`src/rtl/lsu_pkg.sv`:
```
// Shared types and constants for the load/store unit and its lane-alignment helper.
package lsu_pkg;

  localparam logic [2:0] F3_B  = 3'b000;
  localparam logic [2:0] F3_H  = 3'b001;
  localparam logic [2:0] F3_W  = 3'b010;
  localparam logic [2:0] F3_BU = 3'b100;
  localparam logic [2:0] F3_HU = 3'b101;

  typedef enum logic [1:0] {
    ST_IDLE = 2'd0,
    ST_BUS  = 2'd1,
    ST_RESP = 2'd2
  } lsu_state_t;

  typedef logic [3:0] wb_sel_t;

endpackage

```
`src/rtl/lsu_align.sv`:
```
// Byte-lane steering for stores and lane extraction/extension for loads.
// Purely combinational; the caller chooses which funct3/offset to present.
module lsu_align
  import lsu_pkg::*;
(
  input  logic [2:0]  funct3,
  input  logic [1:0]  off,
  input  logic [31:0] wdata,
  input  logic [31:0] rdata,
  output wb_sel_t     sel,
  output logic [31:0] lane_dat,
  output logic [31:0] ext_dat,
  output logic        misaligned
);

  logic [7:0]  rd_byte;
  logic [15:0] rd_half;

  always_comb begin
    sel        = 4'b1111;
    lane_dat   = wdata;
    misaligned = 1'b0;
    case (funct3)
      F3_B, F3_BU: begin
        sel      = 4'b0001 << off;
        lane_dat = {4{wdata[7:0]}};
      end
      F3_H, F3_HU: begin
        sel        = 4'b0011 << off;
        lane_dat   = {2{wdata[15:0]}};
        misaligned = off[0];
      end
      default: misaligned = (off != 2'b00);
    endcase
  end

  always_comb begin
    case (off)
      2'd0:    rd_byte = rdata[7:0];
      2'd1:    rd_byte = rdata[15:8];
      2'd2:    rd_byte = rdata[23:16];
      default: rd_byte = rdata[31:24];
    endcase
  end

  // Halfwords only land on offsets 0 or 2 once misalignment is excluded.
  assign rd_half = off[1] ? rdata[31:16] : rdata[15:0];

  always_comb begin
    ext_dat = rdata;
    case (funct3)
      F3_B:    ext_dat = {{24{rd_byte[7]}}, rd_byte};
      F3_BU:   ext_dat = {24'h0, rd_byte};
      F3_H:    ext_dat = {{16{rd_half[15]}}, rd_half};
      F3_HU:   ext_dat = {16'h0, rd_half};
      F3_W:    ext_dat = rdata;
      default: ext_dat = rdata;
    endcase
  end

endmodule

```
`src/rtl/load_store_unit.sv`:
```
// MEM stage: runs one Wishbone classic cycle per load/store, stalls the pipe
// while it is outstanding, and returns extended load data to forwarding.
//
// state   | meaning
// --------+--------------------------------------------------------------
// IDLE    | waiting for a memory op in EX/MEM; misaligned ops rejected here
// BUS     | cyc/stb asserted, waiting for ack/err or the timeout
// RESP    | one cycle of mem_ack_o/bus_err_o, pipeline released
module load_store_unit
  import lsu_pkg::*;
#(
  parameter int unsigned TIMEOUT = 255
) (
  input  logic        clk_i,
  input  logic        rst_i,
  input  logic        valid_i,
  input  logic        is_load_i,
  input  logic        is_store_i,
  input  logic [2:0]  funct3_i,
  input  logic [31:0] addr_i,
  input  logic [31:0] wdata_i,
  input  logic [4:0]  rd_i,
  output logic [31:0] wbm_adr_o,
  output logic [31:0] wbm_dat_o,
  output wb_sel_t     wbm_sel_o,
  output logic        wbm_we_o,
  output logic        wbm_cyc_o,
  output logic        wbm_stb_o,
  input  logic [31:0] wbm_dat_i,
  input  logic        wbm_ack_i,
  input  logic        wbm_err_i,
  output logic [31:0] mem_dat_o,
  output logic [4:0]  mem_rd_o,
  output logic        mem_ack_o,
  output logic        stall_o,
  output logic        misaligned_o,
  output logic        bus_err_o
);

  localparam logic [15:0] CNT_LAST = 16'(TIMEOUT - 1);

  lsu_state_t  state_q, state_d;
  logic [15:0] cnt_q;
  logic [2:0]  funct3_q;
  logic [1:0]  off_q;
  logic [4:0]  rd_q;
  logic        load_q;

  logic        start, mis_req, term_ok, term_err;
  logic [2:0]  al_funct3;
  logic [1:0]  al_off;
  wb_sel_t     al_sel;
  logic [31:0] al_lane_dat, al_ext_dat;
  logic        al_misaligned;

  // The request side needs the live EX/MEM fields; the response side needs
  // the fields latched when the bus cycle started.
  assign al_funct3 = (state_q == ST_IDLE) ? funct3_i    : funct3_q;
  assign al_off    = (state_q == ST_IDLE) ? addr_i[1:0] : off_q;

  lsu_align u_align (
    .funct3     (al_funct3),
    .off        (al_off),
    .wdata      (wdata_i),
    .rdata      (wbm_dat_i),
    .sel        (al_sel),
    .lane_dat   (al_lane_dat),
    .ext_dat    (al_ext_dat),
    .misaligned (al_misaligned)
  );

  always_ff @(posedge clk_i) begin
    if (rst_i) state_q <= ST_IDLE;
    else       state_q <= state_d;
  end

  always_comb begin
    state_d  = state_q;
    stall_o  = 1'b0;
    start    = 1'b0;
    mis_req  = 1'b0;
    term_ok  = 1'b0;
    term_err = 1'b0;
    case (state_q)
      ST_IDLE: begin
        if (valid_i) begin
          if (al_misaligned) begin
            mis_req = 1'b1;
          end else begin
            start   = 1'b1;
            stall_o = 1'b1;
            state_d = ST_BUS;
          end
        end
      end
      ST_BUS: begin
        stall_o = 1'b1;
        // err beats ack; ack beats the timeout on the same cycle
        if (wbm_err_i)              term_err = 1'b1;
        else if (wbm_ack_i)         term_ok  = 1'b1;
        else if (cnt_q == CNT_LAST) term_err = 1'b1;
        if (term_ok || term_err) state_d = ST_RESP;
      end
      ST_RESP: state_d = ST_IDLE;
      default: state_d = ST_IDLE;
    endcase
  end

  always_ff @(posedge clk_i) begin
    if (rst_i) begin
      wbm_adr_o    <= '0;
      wbm_dat_o    <= '0;
      wbm_sel_o    <= '0;
      wbm_we_o     <= 1'b0;
      wbm_cyc_o    <= 1'b0;
      wbm_stb_o    <= 1'b0;
      mem_dat_o    <= '0;
      mem_rd_o     <= '0;
      mem_ack_o    <= 1'b0;
      misaligned_o <= 1'b0;
      bus_err_o    <= 1'b0;
      cnt_q        <= '0;
      funct3_q     <= '0;
      off_q        <= '0;
      rd_q         <= '0;
      load_q       <= 1'b0;
    end else begin
      misaligned_o <= mis_req;
      mem_ack_o    <= term_ok;
      bus_err_o    <= term_err;
      if (start) begin
        wbm_adr_o <= {addr_i[31:2], 2'b00};
        wbm_dat_o <= al_lane_dat;
        wbm_sel_o <= al_sel;
        wbm_we_o  <= is_store_i;
        wbm_cyc_o <= 1'b1;
        wbm_stb_o <= 1'b1;
        cnt_q     <= '0;
        funct3_q  <= funct3_i;
        off_q     <= addr_i[1:0];
        rd_q      <= rd_i;
        load_q    <= is_load_i;
      end else if (state_q == ST_BUS) begin
        cnt_q <= cnt_q + 16'd1;
        if (term_ok || term_err) begin
          wbm_cyc_o <= 1'b0;
          wbm_stb_o <= 1'b0;
        end
        if (term_ok && load_q) begin
          mem_dat_o <= al_ext_dat;
          mem_rd_o  <= rd_q;
        end
      end
    end
  end

endmodule
```
`config.mk`:
```
export PLATFORM = sky130hd
export DESIGN_NAME = load_store_unit
export DESIGN_NICKNAME = d
export VERILOG_FILES = /design/src/rtl/lsu_pkg.sv /design/src/rtl/lsu_align.sv /design/src/rtl/load_store_unit.sv
export SDC_FILE = /design/constraint.sdc
export NUM_CORES = 1
export LEC_CHECK = 0
export BUFFER_PORTS_ARGS = -buffer_cell sky130_fd_sc_hd__buf_2
export CAP_MARGIN = 5
export CORE_MARGIN = 5
export CORE_UTILIZATION = 40
export CTS_BUF_LIST = sky130_fd_sc_hd__clkbuf_4
export DETAILED_ROUTE_END_ITERATION = 8
export PLACE_DENSITY = 0.75
export RECOVER_POWER = 100
export SLEW_MARGIN = 15
export SYNTH_ARGS = -nofsm -noshare
export SYNTH_HDL_FRONTEND = slang
export SYNTH_SLANG_ARGS = --single-unit
```
`constraint.sdc`:
```
create_clock -name clk_i -period 6.4 [get_ports clk_i]
set_clock_uncertainty 0.15 [all_clocks]
set_input_delay 1.28 -clock clk_i [delete_from_list [all_inputs] [get_ports clk_i]]
set_output_delay 1.28 -clock clk_i [all_outputs]
set_load 0.1 [all_outputs]
```
==> reports/results.txt, run 1 <==
Commonest non-fill, non-tap cell in the layout: nand2_1
Vias: 5,868
GP Congestion: 0.871
Worst-path clk slew: 120 ps
Asr flop ratio synth: 0%
Critical path endpoint category: output port
Initial Util: 40.9%
Clock Path Buffers: 2
Worst-Margin Slew: 2740 ps
Max-cap viol count: 4
Row count: 44
Netlist cell types: 60
Max IR drop VDD: 0.000191 V
Pins Over Slew Limit: 165
Drt total wl: 17,900 microns
Min-delay worst type: reg -> reg
Switching power: 0.000743 W
Layout cell share with drive strength beyond 1: 17.8%
Relative slew slack: -85.0%
Cts hold-fix bufs: 0
CTS resizes: 0
Worst Path Max Fanout: 11
Vias in the first global route: 5,405
Post-layout util: 49.9%
Final ANT Viol Nets: 0
Yosys reg bits: 137
Status: finished with violations
Fmax: 193 MHz
Setup TNS: 0 ps
Post-synthesis average cell area: 8.26 sq um
DRT iter0 DRCs: 412
CTS Sinks: 137
Clock Latency Late Sink: 550 ps
Final Critical Period: 5180 ps
Crit-path cells: clkbuf_1 -> or3b_1 -> and2_0 -> o21ai_0 -> nand2_1 -> a31o_2 -> clkbuf_1
Fin nets: 1,023
Synthesized area: 0.00594 sq mm
Hold Vio Cnt, Final: 0
Synth area leaders: dfxtp_1 46%, nand2_1 11%, a21oi_1 7.4%
Mapped Cells: 720
Commonest non-fill, non-tap cells in the layout: 171 x nand2_1, 137 x dfxtp_1, 114 x clkbuf_1
P_leak: 2.84 nW
Max stage delay cell, worst path: clkbuf_1
Residual DRC: 0
Critical path arrival: 3750 ps
Gate power share: 22.9%
Sequential share of power: 42.7%
Filler cell count: 1,491
Sw Ratio: 34.9%
Post-synth EDFFs: 0
Wire per inst: 16.1 microns
Syn-to-layout area delta: 22.0%
Drt first pass iters: 5
Area of the die: 0.0174 sq mm
Kind of critical path: in -> out
GRT Resource Usage Total: 19.5%
PD cells: 294 mW/mm^2
Power Internal: 0.00139 W
Postcts setup bufs: 0
Remaining global-route overflow: 0
Fin crit share: 80.9%
Root buf cell: clkbuf_4
Worst path max stage delay: 860 ps
First-pass GRT wire length: 27,900 microns
Area leader, netlist: dfxtp_1
Vias per cell: 5.30
Worst EP required: 4970 ps
Clock share of power: 34.4%
Ys Warns: 0
Hpwl dp: 12,800 microns
RSZ-0062 raised after global routing: false
Die height: 132 microns
Startpoint Class: input port
# H-tree levels: 4
# IOs: 223
TritonCTS clock tree: done
Die width: 132 microns
Failing checks: capacitance limit, slew limit
Port Buffers: 220
Largest net degree at the start of global routing: 97
CP most frequent cell: clkbuf_1
Top-area cell type share of the netlist area: 46.1%
Seq/Total Area, Yosys: 46.1%
Core area: 0.0145 sq mm
Final setup violation count: 0
Initial antenna violation count: 2
CTS buffer count: 17
Main synth FF type: dfxtp_1
==> cells by family (layout without fill, tap and decap cells) <==
kind of cell,after synthesis,count (layout),synth area share [%]
flip-flops,137,137,46.1
buffers and inverters,60,262,4.84
AND/OR/NAND/NOR,290,290,21.1
multiplexers,27,27,4.82
AO/OA/AOI/OAI,189,189,20.5
other,1,3,0.0631
XOR/XNOR,14,14,2.06
adder cells (fa/ha/maj),2,2,0.421
==> sequential cells by signal (all words and copies together), names as in the netlist, 2 cells and up <==
signal / cells
funct3_q: 3
cnt_q: 16
mem_rd_o: 5
rd_q: 5
wbm_adr_o: 30
off_q: 2
state_q: 2
wbm_dat_o: 32
wbm_sel_o: 4
mem_dat_o: 32
==> layer usage <==
layer  up-vias  GRT usage (%)  share of wire (%)
li1       2874              -                  -
met1      2728           24.8                 43
met2       229           30.3                 47
met3        35           6.60                7.9
met4         2           8.17                2.8
met5         -              0               0.11
==> path summary, 6_finish.rpt <==
check | start | to | slack [ps] | cells past startpoint
setup / recovery | addr_i[1] | stall_o | 1220 | 7
hold / removal | rd_q[2] | mem_rd_o[2] | 310 | 2
setup reg to reg | state_q[1] | mem_dat_o[31] | 1780 | 5
hold reg to reg | rd_q[2] | mem_rd_o[2] | 310 | 2
==> power groups by stage <==
stage                     logic (W)  registers [W]  clock network, W
after global placement     0.000493       0.000926                 0
after CTS                  0.000496       0.000909          0.000744
final                      0.000487       0.000909          0.000733
after detailed placement   0.000495       0.000927                 0
after global routing       0.000514       0.000914          0.000787
after floorplan            0.000173        0.00114                 0
==> worst max-delay path: cells and delay by family <==
| family | cells | cell delay [ps] |
|---|---|---|
| AO/OA/AOI/OAI | 2 | 350 |
| buffers and inverters | 2 | 1000 |
| AND/OR/NAND/NOR | 3 | 1110 |
==> cell usage after synthesis (2+ instances only) <==
library cell	count
a211o_1	8
a211oi_1	11
a211oi_2	2
a21oi_1	88
a2bb2oi_1	7
a311oi_1	8
a31oi_1	9
and2_1	3
and4_1	5
buf_2	17
buf_4	5
buf_6	3
clkbuf_1	28
dfxtp_1	137
ha_1	2
inv_1	5
mux2i_1	25
nand2_1	171
nand2b_1	3
nand3_1	8
nand4_1	5
nor2_1	62
nor2b_1	3
nor3_1	7
nor3b_1	3
nor4b_1	3
o21ai_0	27
o221a_2	7
o221ai_1	8
o22ai_1	2
or2_2	7
xnor2_1	2
xor2_1	12
==> stage by stage <==
stage	hold slack, ps	cells	setup WS [ps]	instance area, sq um	power, W
floorplan	282	721	2320	5950	0.00131
global placement	288	1075	1870	7060	0.00142
detailed placement	294	1075	1860	7060	0.00142
CTS	307	1107	1840	7440	0.00215
global route	329	1108	1050	7250	0.00221
finish	309	1108	1220	7250	0.00213
==> layout make-up <==
type	instances	area [sq um]	share of cell area, %
Antenna cell	1	2.50	0.0345
Clock buffer	18	135	1.86
Clock inverter	14	243	3.35
Inverter	6	22.5	0.311
Multi-Input combinational cell	524	2890	39.9
Sequential cell	137	2740	37.8
Tap cell	184	230	3.17
Timing Repair Buffer	224	986	13.6
No activity file was read; power rests on OpenSTA's default activity.
==> run 2: changes to the inputs <==
--- a/config.mk
+++ b/config.mk
@@ -5,13 +5,14 @@
 export SDC_FILE = /design/constraint.sdc
 export NUM_CORES = 1
 export LEC_CHECK = 0
+export ABC_AREA = 1
 export BUFFER_PORTS_ARGS = -buffer_cell sky130_fd_sc_hd__buf_2
 export CAP_MARGIN = 5
 export CORE_MARGIN = 5
 export CORE_UTILIZATION = 40
 export CTS_BUF_LIST = sky130_fd_sc_hd__clkbuf_4
 export DETAILED_ROUTE_END_ITERATION = 8
-export PLACE_DENSITY = 0.75
+export PLACE_DENSITY = 0.74
 export RECOVER_POWER = 100
 export SLEW_MARGIN = 15
 export SYNTH_ARGS = -nofsm -noshare
==> constraint.sdc (replaced) <==
create_clock -name clk_i -period 5.1 [get_ports clk_i]
set_clock_uncertainty 0.15 [all_clocks]
set_input_delay 1.02 -clock clk_i [delete_from_list [all_inputs] [get_ports clk_i]]
set_output_delay 1.02 -clock clk_i [all_outputs]
set_load 0.1 [all_outputs]
==> run 2 against run 1 <==
  * Cell area increased by 5.7%
  * Critical path depth increased by 3
  * First-iteration DRC count increased by 15%
  * Highest routed layer unchanged
  * Die area increased by 7.0%
  * Combinational power increased by 140%
  * Core utilization decreased by 1.3 points
  * Non-clock buffer count increased by 3
  * Area after synthesis increased by 7.6%
  * The flow still finishes with violations (capacitance limit, slew limit)
  * Count of clock-buffer cells in the layout decreased by 1
==> reports/results.txt, run 2 <==
Mapped Cells: 922
CTS buffer count: 17
PD cells: 402 mW/mm^2
Setup TNS: 0 ps
Kind of critical path: reg -> out
Worst-Margin Slew: 3770 ps
First-pass GRT wire length: 30,600 microns
Fmax: 236 MHz
Area post-placement: 0.00756 sq mm
CTS resizes: 0
Port Buffers: 220
Drt first pass iters: 5
Netlist cell types: 32
Post-synthesis average cell area: 6.93 sq um
Min-delay worst type: reg -> reg
Register area: 0.00274 sq mm
Fin crit share: 83.2%
Commonest non-fill, non-tap cells in the layout: 245 x nand2_1, 137 x dfxtp_1, 110 x buf_2, 110 x clkbuf_1, 100 x a21oi_1
Top-area cell type share of the netlist area: 42.9%
Hold Vio Cnt, Final: 0
Hold WS: 319 ps
Critical path endpoint category: output port
Filler cell count: 1,738
Root buf cell: clkbuf_4
P_leak: 3.33 nW
Most frequent cell after synthesis: nand2_1
Core area: 0.0158 sq mm
Row count: 46
Ys Warns: 0
# H-tree levels: 4
Residual DRC: 0
Worst EP required: 3930 ps
Failing checks: capacitance limit, slew limit
Die height: 136 microns
Remaining global-route overflow: 0
Yosys reg bits: 137
Worst hold start: wbm_dat_o[9]
Largest net degree at the start of global routing: 83
Asr flop ratio synth: 0%
Layout cell share with drive strength beyond 1: 14.4%
Clock Latency Late Sink: 540 ps
Biggest regs: mem_dat_o: 32 flops, wbm_dat_o: 32 flops, wbm_adr_o: 30 flops
Synthesized area: 0.00639 sq mm
GRT Resource Usage Total: 20.5%
# IOs: 223
Max IR drop VDD: 0.000207 V
Vias in the first global route: 6,085
Status: finished with violations
Commonest non-fill, non-tap cell in the layout: nand2_1
Area of the die: 0.0186 sq mm
Worst Path Max Fanout: 31
Syn-to-layout area delta: 19.9%
RSZ-0062 raised after global routing: false
Hpwl dp: 13,400 microns
Top cells by count, synth: 241 x nand2_1, 137 x dfxtp_1, 100 x a21oi_1, 94 x nand3_1, 90 x inv_1
Max-cap viol count: 1
Clock Path Buffers: 2
GP Congestion: 0.902
Startpoint Class: register
TritonCTS clock tree: done
Synth area leaders: dfxtp_1 43%, nand2_1 14%, a21oi_1 7.8%
Post-synth EDFFs: 0
CTS Sinks: 137
Main synth FF type: dfxtp_1
Critical path arrival: 3080 ps
CP Launch Point: state_q[0]
Multi-input gate area: 0.00300 sq mm
Vias: 6,650
Pins Over Slew Limit: 83
Initial Util: 40.5%
Drt total wl: 19,500 microns
DRT iter0 DRCs: 475
Worst r2r src: state_q[0]
Wire per inst: 14.5 microns
Fin nets: 1,224
Worst-path clk slew: 130 ps
Postcts setup bufs: 0
Cts hold-fix bufs: 0
Relative slew slack: -151%
Final Critical Period: 4250 ps
Seq/Total Area, Yosys: 42.9%
Final setup violation count: 0
Post-layout util: 48.6%
Initial antenna violation count: 5
Die width: 136 microns
Finished Layout Cells: 1,343
Final ANT Viol Nets: 0
Inst Count DP: 1,308
Post-route cell area: 0.00767 sq mm
Area leader, netlist: dfxtp_1
Vias per cell: 4.95
## run 2: cell families (layout without fill, tap and decap cells)
kind of cell	count (synthesis)	count (layout)	synth area share, %
xor+xnor	6	6	0.822
buf+inv	151	352	10.0
fa+ha+maj	2	2	0.391
flops	137	137	42.9
compound gates	192	192	16.5
other cells	1	5	0.0587
simple gates	433	433	29.4
## run 2: where the power goes
group	switching (W)	internal [W]	total, W
Combinational	0.000980	0.000209	0.00119
Clock	0.000449	0.000251	0.000700
Sequential	0.0000421	0.00115	0.00119
## run 2: final cells by class
| class | count | share of cell area [%] |
|---|---|---|
| Multi-Input combinational cell | 635 | 39.1 |
| Sequential cell | 137 | 35.8 |
| Timing Repair Buffer | 227 | 13.4 |
| Inverter | 93 | 4.55 |
| Tap cell | 216 | 3.52 |
| Clock inverter | 15 | 1.84 |
| Clock buffer | 17 | 1.66 |
| Antenna cell | 3 | 0.0979 |
## run 2: final timing paths
check                 endpoint  slack (ps)  cells past startpoint
hold reg to reg   wbm_dat_o[9]         320                      2
setup reg to reg      off_q[0]        1050                     11
hold / removal    wbm_dat_o[9]         320                      2
setup / recovery       stall_o         850                     10
## run 2: metrics by stage
step	total power (W)	setup WS, ps
detailed placement	0.00243	1260
finish	0.00308	855
global placement	0.00242	1340
floorplan	0.00220	1400
global route	0.00324	574
CTS	0.00313	1270
## run 2: routing by layer
layer | vias to the layer above | share of wire [%] | wire (microns) | GRT usage (%)
li1 | 3372 | - | - | -
met1 | 2997 | 45 | 8690 | 27.5
met2 | 235 | 46 | 8950 | 31.4
met3 | 42 | 6.7 | 1300 | 5.40
met4 | 4 | 2.7 | 521 | 8.40
met5 | - | 0.14 | 27 | 0
## run 2: critical path, cell delays in order (launching register included)
cell and delay [ps]:
dfxtp_1 360, inv_1 90, nand2_1 230, nand2_1 130, nand2_1 630, nand2_4 420
inv_2 120, a21oi_4 210, nand2_4 60, nand2_1 100, buf_12 180
